### src/rtl/i2s_pkg.sv
// Shared definitions for the I2S MEMS microphone receiver.
package i2s_pkg;

  localparam int unsigned DATA_W_DEF = 16;
  localparam int unsigned SLOT_W_DEF = 32;

  typedef enum logic {
    CH_LEFT  = 1'b0,
    CH_RIGHT = 1'b1
  } ch_t;

  typedef logic [DATA_W_DEF-1:0] sample_t;

endpackage

### src/rtl/clock_edge_detect.sv
// Two-flop edge detector with registered one-cycle rise/fall pulses.
module clock_edge_detect (
  input  logic CLK,
  input  logic RESET,
  input  logic d_i,
  output logic rise_o,
  output logic fall_o
);

  logic cur_q, last_q;
  logic rise_q, fall_q;

  always_ff @(posedge CLK or negedge RESET) begin
    if (!RESET) begin
      cur_q  <= 1'b0;
      last_q <= 1'b0;
      rise_q <= 1'b0;
      fall_q <= 1'b0;
    end else begin
      cur_q  <= d_i;
      last_q <= cur_q;
      rise_q <= cur_q & ~last_q;
      fall_q <= ~cur_q & last_q;
    end
  end

  assign rise_o = rise_q;
  assign fall_o = fall_q;

endmodule

### src/rtl/i2s_mic_rx.sv
// Stereo I2S master receiver (Philips timing) for a MEMS microphone pair.
// Define I2S_SD_SYNC_EN to pass sd through a 2-flop synchroniser (needs CLK_DIV >= 3).
module i2s_mic_rx
  import i2s_pkg::*;
#(
  parameter int unsigned CLK_DIV = 4,
  parameter int unsigned DATA_W  = DATA_W_DEF,
  parameter int unsigned SLOT_W  = SLOT_W_DEF
) (
  input  logic              CLK,
  input  logic              RESET,
  output logic              sck,
  output logic              ws,
  input  logic              sd,
  output logic [DATA_W-1:0] data_left,
  output logic [DATA_W-1:0] data_right,
  output logic              frame_valid,
  output logic              ws_rise,
  output logic              ws_fall
);

  localparam int unsigned DivW = (CLK_DIV > 1) ? $clog2(CLK_DIV) : 1;
  localparam int unsigned BitW = $clog2(2 * SLOT_W);

  logic [DivW-1:0]   div_q, div_d;
  logic              sck_q, sck_d;
  logic [BitW-1:0]   bit_q, bit_d;
  ch_t               ch_q, ch_d;
  logic [DATA_W-1:0] sh_l_q, sh_l_d, sh_r_q, sh_r_d;
  logic [DATA_W-1:0] data_l_q, data_l_d, data_r_q, data_r_d;
  logic              frame_valid_q;
  logic              tc, rise_stb, fall_stb;
  logic [BitW-1:0]   slot_bit;
  logic              data_bit, load_left, load_right;
  logic              sd_s;

`ifdef I2S_SD_SYNC_EN
  logic [1:0] sd_sync_q;

  always_ff @(posedge CLK or negedge RESET) begin
    if (!RESET) begin
      sd_sync_q <= 2'b00;
    end else begin
      sd_sync_q <= {sd_sync_q[0], sd};
    end
  end

  assign sd_s = sd_sync_q[1];
`else
  assign sd_s = sd;
`endif

  always_comb begin
    tc       = (div_q == DivW'(CLK_DIV - 1));
    rise_stb = tc & ~sck_q;
    fall_stb = tc & sck_q;
    div_d    = tc ? '0 : div_q + DivW'(1);
    sck_d    = tc ? ~sck_q : sck_q;

    bit_d = bit_q;
    if (fall_stb) begin
      bit_d = (bit_q == BitW'(2 * SLOT_W - 1)) ? '0 : bit_q + BitW'(1);
    end
    ch_d = (bit_d >= BitW'(SLOT_W)) ? CH_RIGHT : CH_LEFT;

    // Slot cycle 0 follows the ws change and carries no data.
    slot_bit = (ch_q == CH_RIGHT) ? bit_q - BitW'(SLOT_W) : bit_q;
    data_bit = (slot_bit != '0) && (slot_bit <= BitW'(DATA_W));

    sh_l_d = sh_l_q;
    sh_r_d = sh_r_q;
    if (rise_stb && data_bit) begin
      if (ch_q == CH_LEFT) begin
        sh_l_d = {sh_l_q[DATA_W-2:0], sd_s};
      end else begin
        sh_r_d = {sh_r_q[DATA_W-2:0], sd_s};
      end
    end

    load_left  = (ch_q == CH_LEFT) && (ch_d == CH_RIGHT);
    load_right = (ch_q == CH_RIGHT) && (ch_d == CH_LEFT);
    data_l_d   = load_left ? sh_l_q : data_l_q;
    data_r_d   = load_right ? sh_r_q : data_r_q;
  end

  always_ff @(posedge CLK or negedge RESET) begin
    if (!RESET) begin
      div_q         <= '0;
      sck_q         <= 1'b0;
      bit_q         <= '0;
      ch_q          <= CH_LEFT;
      sh_l_q        <= '0;
      sh_r_q        <= '0;
      data_l_q      <= '0;
      data_r_q      <= '0;
      frame_valid_q <= 1'b0;
    end else begin
      div_q         <= div_d;
      sck_q         <= sck_d;
      bit_q         <= bit_d;
      ch_q          <= ch_d;
      sh_l_q        <= sh_l_d;
      sh_r_q        <= sh_r_d;
      data_l_q      <= data_l_d;
      data_r_q      <= data_r_d;
      frame_valid_q <= load_right;
    end
  end

  assign sck         = sck_q;
  assign ws          = ch_q;
  assign data_left   = data_l_q;
  assign data_right  = data_r_q;
  assign frame_valid = frame_valid_q;

  clock_edge_detect u_ws_edge (
    .CLK    (CLK),
    .RESET  (RESET),
    .d_i    (ch_q),
    .rise_o (ws_rise),
    .fall_o (ws_fall)
  );

endmodule

### config.mk
export PLATFORM = sky130hd
export DESIGN_NAME = i2s_mic_rx
export DESIGN_NICKNAME = d
export VERILOG_FILES = /design/src/rtl/i2s_pkg.sv /design/src/rtl/clock_edge_detect.sv /design/src/rtl/i2s_mic_rx.sv
export SDC_FILE = /design/constraint.sdc
export NUM_CORES = 1
export LEC_CHECK = 0
export BUFFER_PORTS_ARGS = -buffer_cell sky130_fd_sc_hd__buf_2
export CORE_AREA = 2 2 144 76
export CTS_CLUSTER_DIAMETER = 60
export DETAILED_ROUTE_END_ITERATION = 10
export DIE_AREA = 0 0 146 78
export GPL_TIMING_DRIVEN = 0
export PLACE_DENSITY = 0.53
export SYNTH_ARGS = -nofsm -noshare
export SYNTH_HDL_FRONTEND = slang
export SYNTH_SLANG_ARGS = --single-unit
### constraint.sdc
create_clock -name CLK -period 2.9 [get_ports CLK]
set_input_delay 0.58 -clock CLK [delete_from_list [all_inputs] [get_ports CLK]]
set_output_delay 0.58 -clock CLK [all_outputs]
set_load 0.05 [all_outputs]
==> impl_results.md, run 1 <==
- Net Switching: 0.4244 mW
- Commonest non-fill, non-tap cell in the layout: dfrtp_1
- Skew final: 0.005247 ns
- Worst reg2reg path endpoint: sh_l_q[3]
- Hold_buf cts: 0
- YS warnings: 0
- CTS root buf: clkbuf_16
- Total power divided by cell area: 573.5 mW/mm²
- Met1 Track Usage GR: 10.72%
- Clock slew at reported path FFs: 0.05 ns
- Area of the die: 0.01139 mm²
- Syn-to-layout area delta: 21.41%
- Vias in the first global route: 1747
- IO Port Bufs: 39
- Vias: 1653
- Drt first pass iters: 4
- Crit share post-route: 84.74%
- Outcome: complete, no violations
- Average cell area after synthesis: 16.41 µm²
- M3 GR Usage: 4.529%
- Die width: 146 µm
- Flops & latches, synth: 78
- Commonest cells after routing, fill and taps aside: dfrtp_1, mux2_2, buf_2, mux2_4, clkbuf_16
- Max transition margin: 64.30%
- Peak Freq: 0.4069 GHz
- Share of layout cells above drive strength 1: 54.17%
- Starting Density: 30.62%
- Crit Path Class: reg -> reg
- Tmin final: 2.458 ns
- Worst-path maximum fanout: 10
- Mapped cell area: 0.003068 mm²
- Max Buffers Root-to-Sink: 2
- Num rows: 26
- Total leakage power: 1.999 nW
- Critical Path Sink Type: register
- Switch share: 19.87%
- First-pass GRT wire length: 8.549 mm
- IO Count: 40
- Setup_tns: 0 ns
- # clock sinks: 78
- Global-route track usage on met2: 15.75%
- Largest net degree at the start of global routing: 46
- Die Y: 78 µm
- Synth Instances: 187
- Routed len/inst: 13.03 µm
- Vias/cell: 4.350
- # diodes: 0
- Final hold violations: 0
- Hold WC Path Type: in -> async
- Worst Path Required: 3.11 ns
- Post_cts resized: 0
- Setup Buffers After CTS: 0
- CTS Buf Count: 9
- Worst reg2reg path depth: 8
- Core Box Area: 0.01002 mm²
- RePlAce Congestion: 0.7045
- Final instance area: 0.003725 mm²
- CTS tree: built
- Placed inst area: 0.003461 mm²
- Seq/Total Area, Yosys: 63.62%
- Combinational fraction of design power: 1.4%
- Pwr Total: 2.136 mW
- HPWL Detailed: 3.364 mm
- CTS H-tree lvls: 3
- Worst slew pin tran: 0.5327 ns
- Skew-Pair Late Insertion Delay: 0.33 ns
- DR iter-0 viols: 41
- Clock power frac: 47.3%
- Post-route DRC: 0
- Final setup violation count: 0
- Post-synthesis net count: 194
- FF-to-FF setup slack: 0.44 ns
- GRT overflow: 0
- Seq pwr share: 51.3%
- GRT Total Usage: 9.759%
- Worst setup SP type: register
- Final Max Tran Viols: 0
- Peak supply drop: 0.2539 mV
- Antenna-violating nets left: 0
- Final nets: 245
- GR peak layer: met2
- MaxCap Viol Count: 0
- Initial antenna violation count: 0
- Internal: 1.712 mW
- Final WL: 4.952 mm
- Yosys cell types: 30
- Worst EP arrival: 2.67 ns
- RSZ-0062 raised after global routing: no
==> per-layer routing <==
| metal | vias up | routed length (µm) |
|---|---|---|
| li1 | 762 | - |
| met1 | 852 | 2150 |
| met5 | - | 0 |
| met2 | 26 | 2412 |
| met4 | 0 | 125 |
| met3 | 13 | 264 |
==> state kept, by name (all words and copies together) (netlist names), named ones only <==
name and count:
u_ws_edge.fall_o 1, bit_q 1, sh_l_q 16, data_left 16, u_ws_edge.rise_o 1, u_ws_edge.cur_q 1
u_ws_edge.last_q 1, sck 1, data_right 16, div_q 2, sh_r_q 16, frame_valid 1
==> per-stage QoR <==
stage / cells / utilization [%] / worst slack, ns / hold slack [ns]
after floorplan: 187 / - / 0.7425 / 0.2844
after global placement: 366 / 34.32 / 0.3943 / 0.3763
after detailed placement: 367 / 34.54 / 0.4201 / 0.3925
after CTS: 380 / 37.18 / 0.4167 / 0.2028
after global routing: 380 / 37.18 / 0.2651 / 0.2195
final: 380 / 37.18 / 0.4425 / 0.1939
==> cell type report <==
class | count | area [µm²]
fillers | 1005 | 6295
flip-flops and latches | 78 | 1952
multi-input cells | 96 | 1031
clock buffers | 12 | 256.5
repair buffers | 40 | 217.7
well taps | 140 | 175.2
plain buffers | 8 | 66.31
inverters | 5 | 18.77
clock inverters | 1 | 7.507
==> kinds of logic after synthesis <==
family	synth area share, %
compound gates	1.672
xor+xnor	0.8566
fa+ha+maj	1.631
buf+inv	2.773
flops	63.62
mux	25.08
simple gates	4.364
==> worst max path at each step <==
stage                     cells after the start      from        end  slack (ns)
after global routing                          8  register  sh_l_q[3]        0.27
after CTS                                     8  register  sh_l_q[3]        0.42
after detailed placement                      8  register  sh_l_q[3]        0.42
after global placement                        8  register  sh_l_q[4]        0.39
after floorplan                               8  register  sh_l_q[0]        0.74
final                                         8  register  sh_l_q[3]        0.44
==> worst max-delay path, cell delays in order (launching register included) <==
cell and delay, ns:
dfrtp_1 0.43, inv_1 0.09, ha_1 0.20, nor3b_1 0.13, ha_1 0.27, nand2_1 0.07, nor3_2 0.42, buf_2 0.36
mux2_2 0.37
==> power groups by stage <==
stage | Combinational, mW | Sequential, mW | Clock, mW
2_1_floorplan | 0.00378 | 1.11 | 0
3_3_place_gp | 0.0267 | 1.12 | 0
3_5_place_dp | 0.0321 | 1.12 | 0
4_1_cts | 0.0318 | 1.10 | 1.05
5_1_grt | 0.0350 | 1.10 | 1.09
6_report | 0.0293 | 1.10 | 1.01
==> cell usage after synthesis <==
cell type   n  area (µm²)
or3_1       1       6.260
mux2_2     55       619.3
dfrtp_1    78        1952
inv_1       4       15.01
ha_1        4       50.05
nor2b_1     2       12.51
o21ai_0     2       10.01
clkbuf_1    1       3.750
and3_2      1       7.510
and2_1      1       6.260
o41ai_1     1       8.760
nand4_4     2       42.54
xnor2_1     2       17.52
nor3b_1     1       7.510
and4_2      1       10.01
buf_2       3       15.01
and3_1      1       6.260
clkbuf_2    1       5.000
inv_2       1       3.750
nand2_1     3       11.26
buf_6       2       22.52
nor2_1      1       3.750
a311oi_1    1       8.760
mux2_4     10       150.1
nand3_1     2       10.01
buf_12      1       20.02
a21o_1      2       15.01
xor2_1      1       8.760
nor3_2      1       10.01
a32oi_1     1       8.760
(Power assumes the default switching activity.)
==> run 2: changes to the inputs <==
--- a/config.mk
+++ b/config.mk
@@ -5,13 +5,14 @@
 export SDC_FILE = /design/constraint.sdc
 export NUM_CORES = 1
 export LEC_CHECK = 0
+export ABC_AREA = 1
 export BUFFER_PORTS_ARGS = -buffer_cell sky130_fd_sc_hd__buf_2
-export CORE_AREA = 2 2 144 76
+export CORE_AREA = 2 2 142 75
 export CTS_CLUSTER_DIAMETER = 60
 export DETAILED_ROUTE_END_ITERATION = 10
-export DIE_AREA = 0 0 146 78
+export DIE_AREA = 0 0 144 77
 export GPL_TIMING_DRIVEN = 0
-export PLACE_DENSITY = 0.53
+export PLACE_DENSITY = 0.54
 export SYNTH_ARGS = -nofsm -noshare
 export SYNTH_HDL_FRONTEND = slang
 export SYNTH_SLANG_ARGS = --single-unit
==> constraint.sdc (replaced) <==
create_clock -name CLK -period 2.3 [get_ports CLK]
set_input_delay 0.46 -clock CLK [delete_from_list [all_inputs] [get_ports CLK]]
set_output_delay 0.46 -clock CLK [all_outputs]
set_load 0.05 [all_outputs]
==> run 2 against run 1 <==
Effect of this change: clock skew about the same; largest cell class unchanged; cell area rose by 0.97%; sequential share of layout area is 0.51 points lower.
==> impl_results.md, run 2 <==
- Total power divided by cell area: 821.3 mW/mm²
- CP max stage delay: 0.38 ns
- DR iter-0 viols: 103
- Global-route track usage on met2: 15.10%
- Area share of the largest cell type after synthesis: 65.19%
- CP top delay family: adder cells
- Vias: 2093
- Final nets: 366
- Hold Slack: 0.4019 ns
- Peak supply drop: 0.3606 mV
- CTS tree: built
- Area of the die: 0.01109 mm²
- Worst Path Required: 2.55 ns
- Initial antenna violation count: 0
- M3 GR Usage: 4.497%
- Synth Instances: 307
- Syn-to-layout area delta: 25.62%
- Post-synthesis net count: 314
- RePlAce Congestion: 0.7155
- YS warnings: 0
- Worst EP arrival: 2.15 ns
- IO Port Bufs: 39
- EDFF count, synth: 0
- Filler cells: 1012
- Worst slew pin tran: 0.4994 ns
- Routed len/inst: 12.07 µm
- GR peak layer: met1
- Die Y: 77 µm
- Worst-path maximum fanout: 10
- Starting Density: 30.38%
- Top cells by area, synth: dfrtp_1, nand2_1, o21ai_0
- Final WS setup: 0.3996 ns
- Largest net degree at the start of global routing: 69
- Vias in the first global route: 1947
- Pwr Total: 3.089 mW
- Vias/cell: 4.153
- CTS root buf: clkbuf_16
- # clock sinks: 78
- Hold WC Path Type: reg -> reg
- Die width: 144 µm
- Flops & latches, synth: 78
- IO Count: 40
- Top-count cell post-synth: nand2_1
- Met1 Track Usage GR: 18.52%
- RSZ-0062 raised after global routing: no
- Average cell area after synthesis: 9.753 µm²
- Crit share post-route: 82.63%
- Outcome: complete, no violations
- Antenna-violating nets left: 0
- Total leakage power: 1.978 nW
- Drt first pass iters: 4
- CTS H-tree lvls: 3
- CP Buf/Inv Count: 2
- Placed inst area: 0.003395 mm²
- Clock slew at reported path FFs: 0.06 ns
- CTS Buf Count: 9
- Final setup violation count: 0
- Tmin final: 1.900 ns
- Num rows: 26
- Skew final: 0.005202 ns
- Final hold violations: 0
- GRT overflow: 0
- Largest area contributor in the netlist: dfrtp_1
- Seq/Total Area, Yosys: 65.19%
- Final core occ: 38.16%
- GRT Total Usage: 11.96%
- Final instance area: 0.003761 mm²
- Final WL: 6.085 mm
- Yosys cell types: 23
- Setup_tns: 0 ns
- Core Box Area: 0.009857 mm²
- Peak Freq: 0.5262 GHz
- Synth cell count leaders: nand2_1, dfrtp_1, inv_1, o21ai_0, nor2_1
- Slowest CP cell: dfrtp_1
- Commonest non-fill, non-tap cell in the layout: nand2_1
- Worst Setup Slack post-DPL: 0.3486 ns
- HPWL Detailed: 4.160 mm
- Max Buffers Root-to-Sink: 2
- Async set-reset flop share out of synthesis: 100.0%
- Commonest cells after routing, fill and taps aside: nand2_1, dfrtp_1, buf_2, inv_1, o21ai_0
- Post_cts resized: 0
- Skew-Pair Late Insertion Delay: 0.33 ns
- Final Max Tran Viols: 0
- Critical Path Sink Type: register
- Placed Cells: 487
- MaxCap Viol Count: 0
- Worst setup SP type: register
- Share of layout cells above drive strength 1: 19.23%
- Crit-path cells: inv_1, ha_1, nand2_1, nor2_1, ha_1, nand3_1, clkbuf_1, nand2_1, o21ai_0
- # diodes: 0
- Crit Path Class: reg -> reg
- Post-route DRC: 0
- Mapped cell area: 0.002994 mm²
- First-pass GRT wire length: 10.18 mm
- Max transition margin: 66.49%
- Final std cells w/o fill: 504
- Post-synth top flop: dfrtp_1
## run 2: logic make-up (layout without fill, tap and decap cells)
| group | Yosys count | after routing | synth area share (%) |
|---|---|---|---|
| adders and majority gates | 4 | 4 | 1.672 |
| buffers and inverters | 44 | 101 | 6.017 |
| AOI/OAI and AO/OA | 49 | 49 | 8.567 |
| xor gates and xnor gates | 3 | 3 | 0.8777 |
| and+or+nand+nor | 128 | 128 | 17.30 |
| muxes | 1 | 1 | 0.3761 |
| DFF | 78 | 78 | 65.19 |
## run 2: final timing paths
kind	end	cells after the start	slack [ns]	from
max	sh_l_q[11]	9	0.40	register
min	u_ws_edge.last_q	0	0.40	u_ws_edge.cur_q
max reg2reg	sh_l_q[11]	9	0.40	register
min reg2reg	u_ws_edge.last_q	0	0.40	u_ws_edge.cur_q
max in group asynchronous	data_right[8]	3	1.22	RESET
min in group asynchronous	u_ws_edge.rise_o	2	0.51	RESET
## run 2: what timing repair did
action / CTS / global route
hold endpoints to repair: 10 / 0
hold buffers: 1 / 0
buffers inserted: 0 / 0
## run 2: cell type report
class	instances	area (µm²)	share of cell area, %
Tap cell	140	175.2	4.657
Timing Repair Buffer	41	235.2	6.254
Inverter	33	123.9	3.293
Clock inverter	5	103.9	2.761
Buffer	11	56.30	1.497
Clock buffer	11	252.7	6.720
Sequential cell	78	1952	51.90
Multi-Input combinational cell	185	862.1	22.92
## run 2: layer usage
metal  vias to the layer above  share of wire, %
met4                         0              0.76
met2                        43                37
li1                       1055                 -
met1                       989                57
met5                         -                 0
met3                         6               5.3
## run 2: report_power, final
group	switching, mW	internal [mW]
registers	0.00241	1.38
logic	0.0323	0.0102
clock network	0.546	1.12
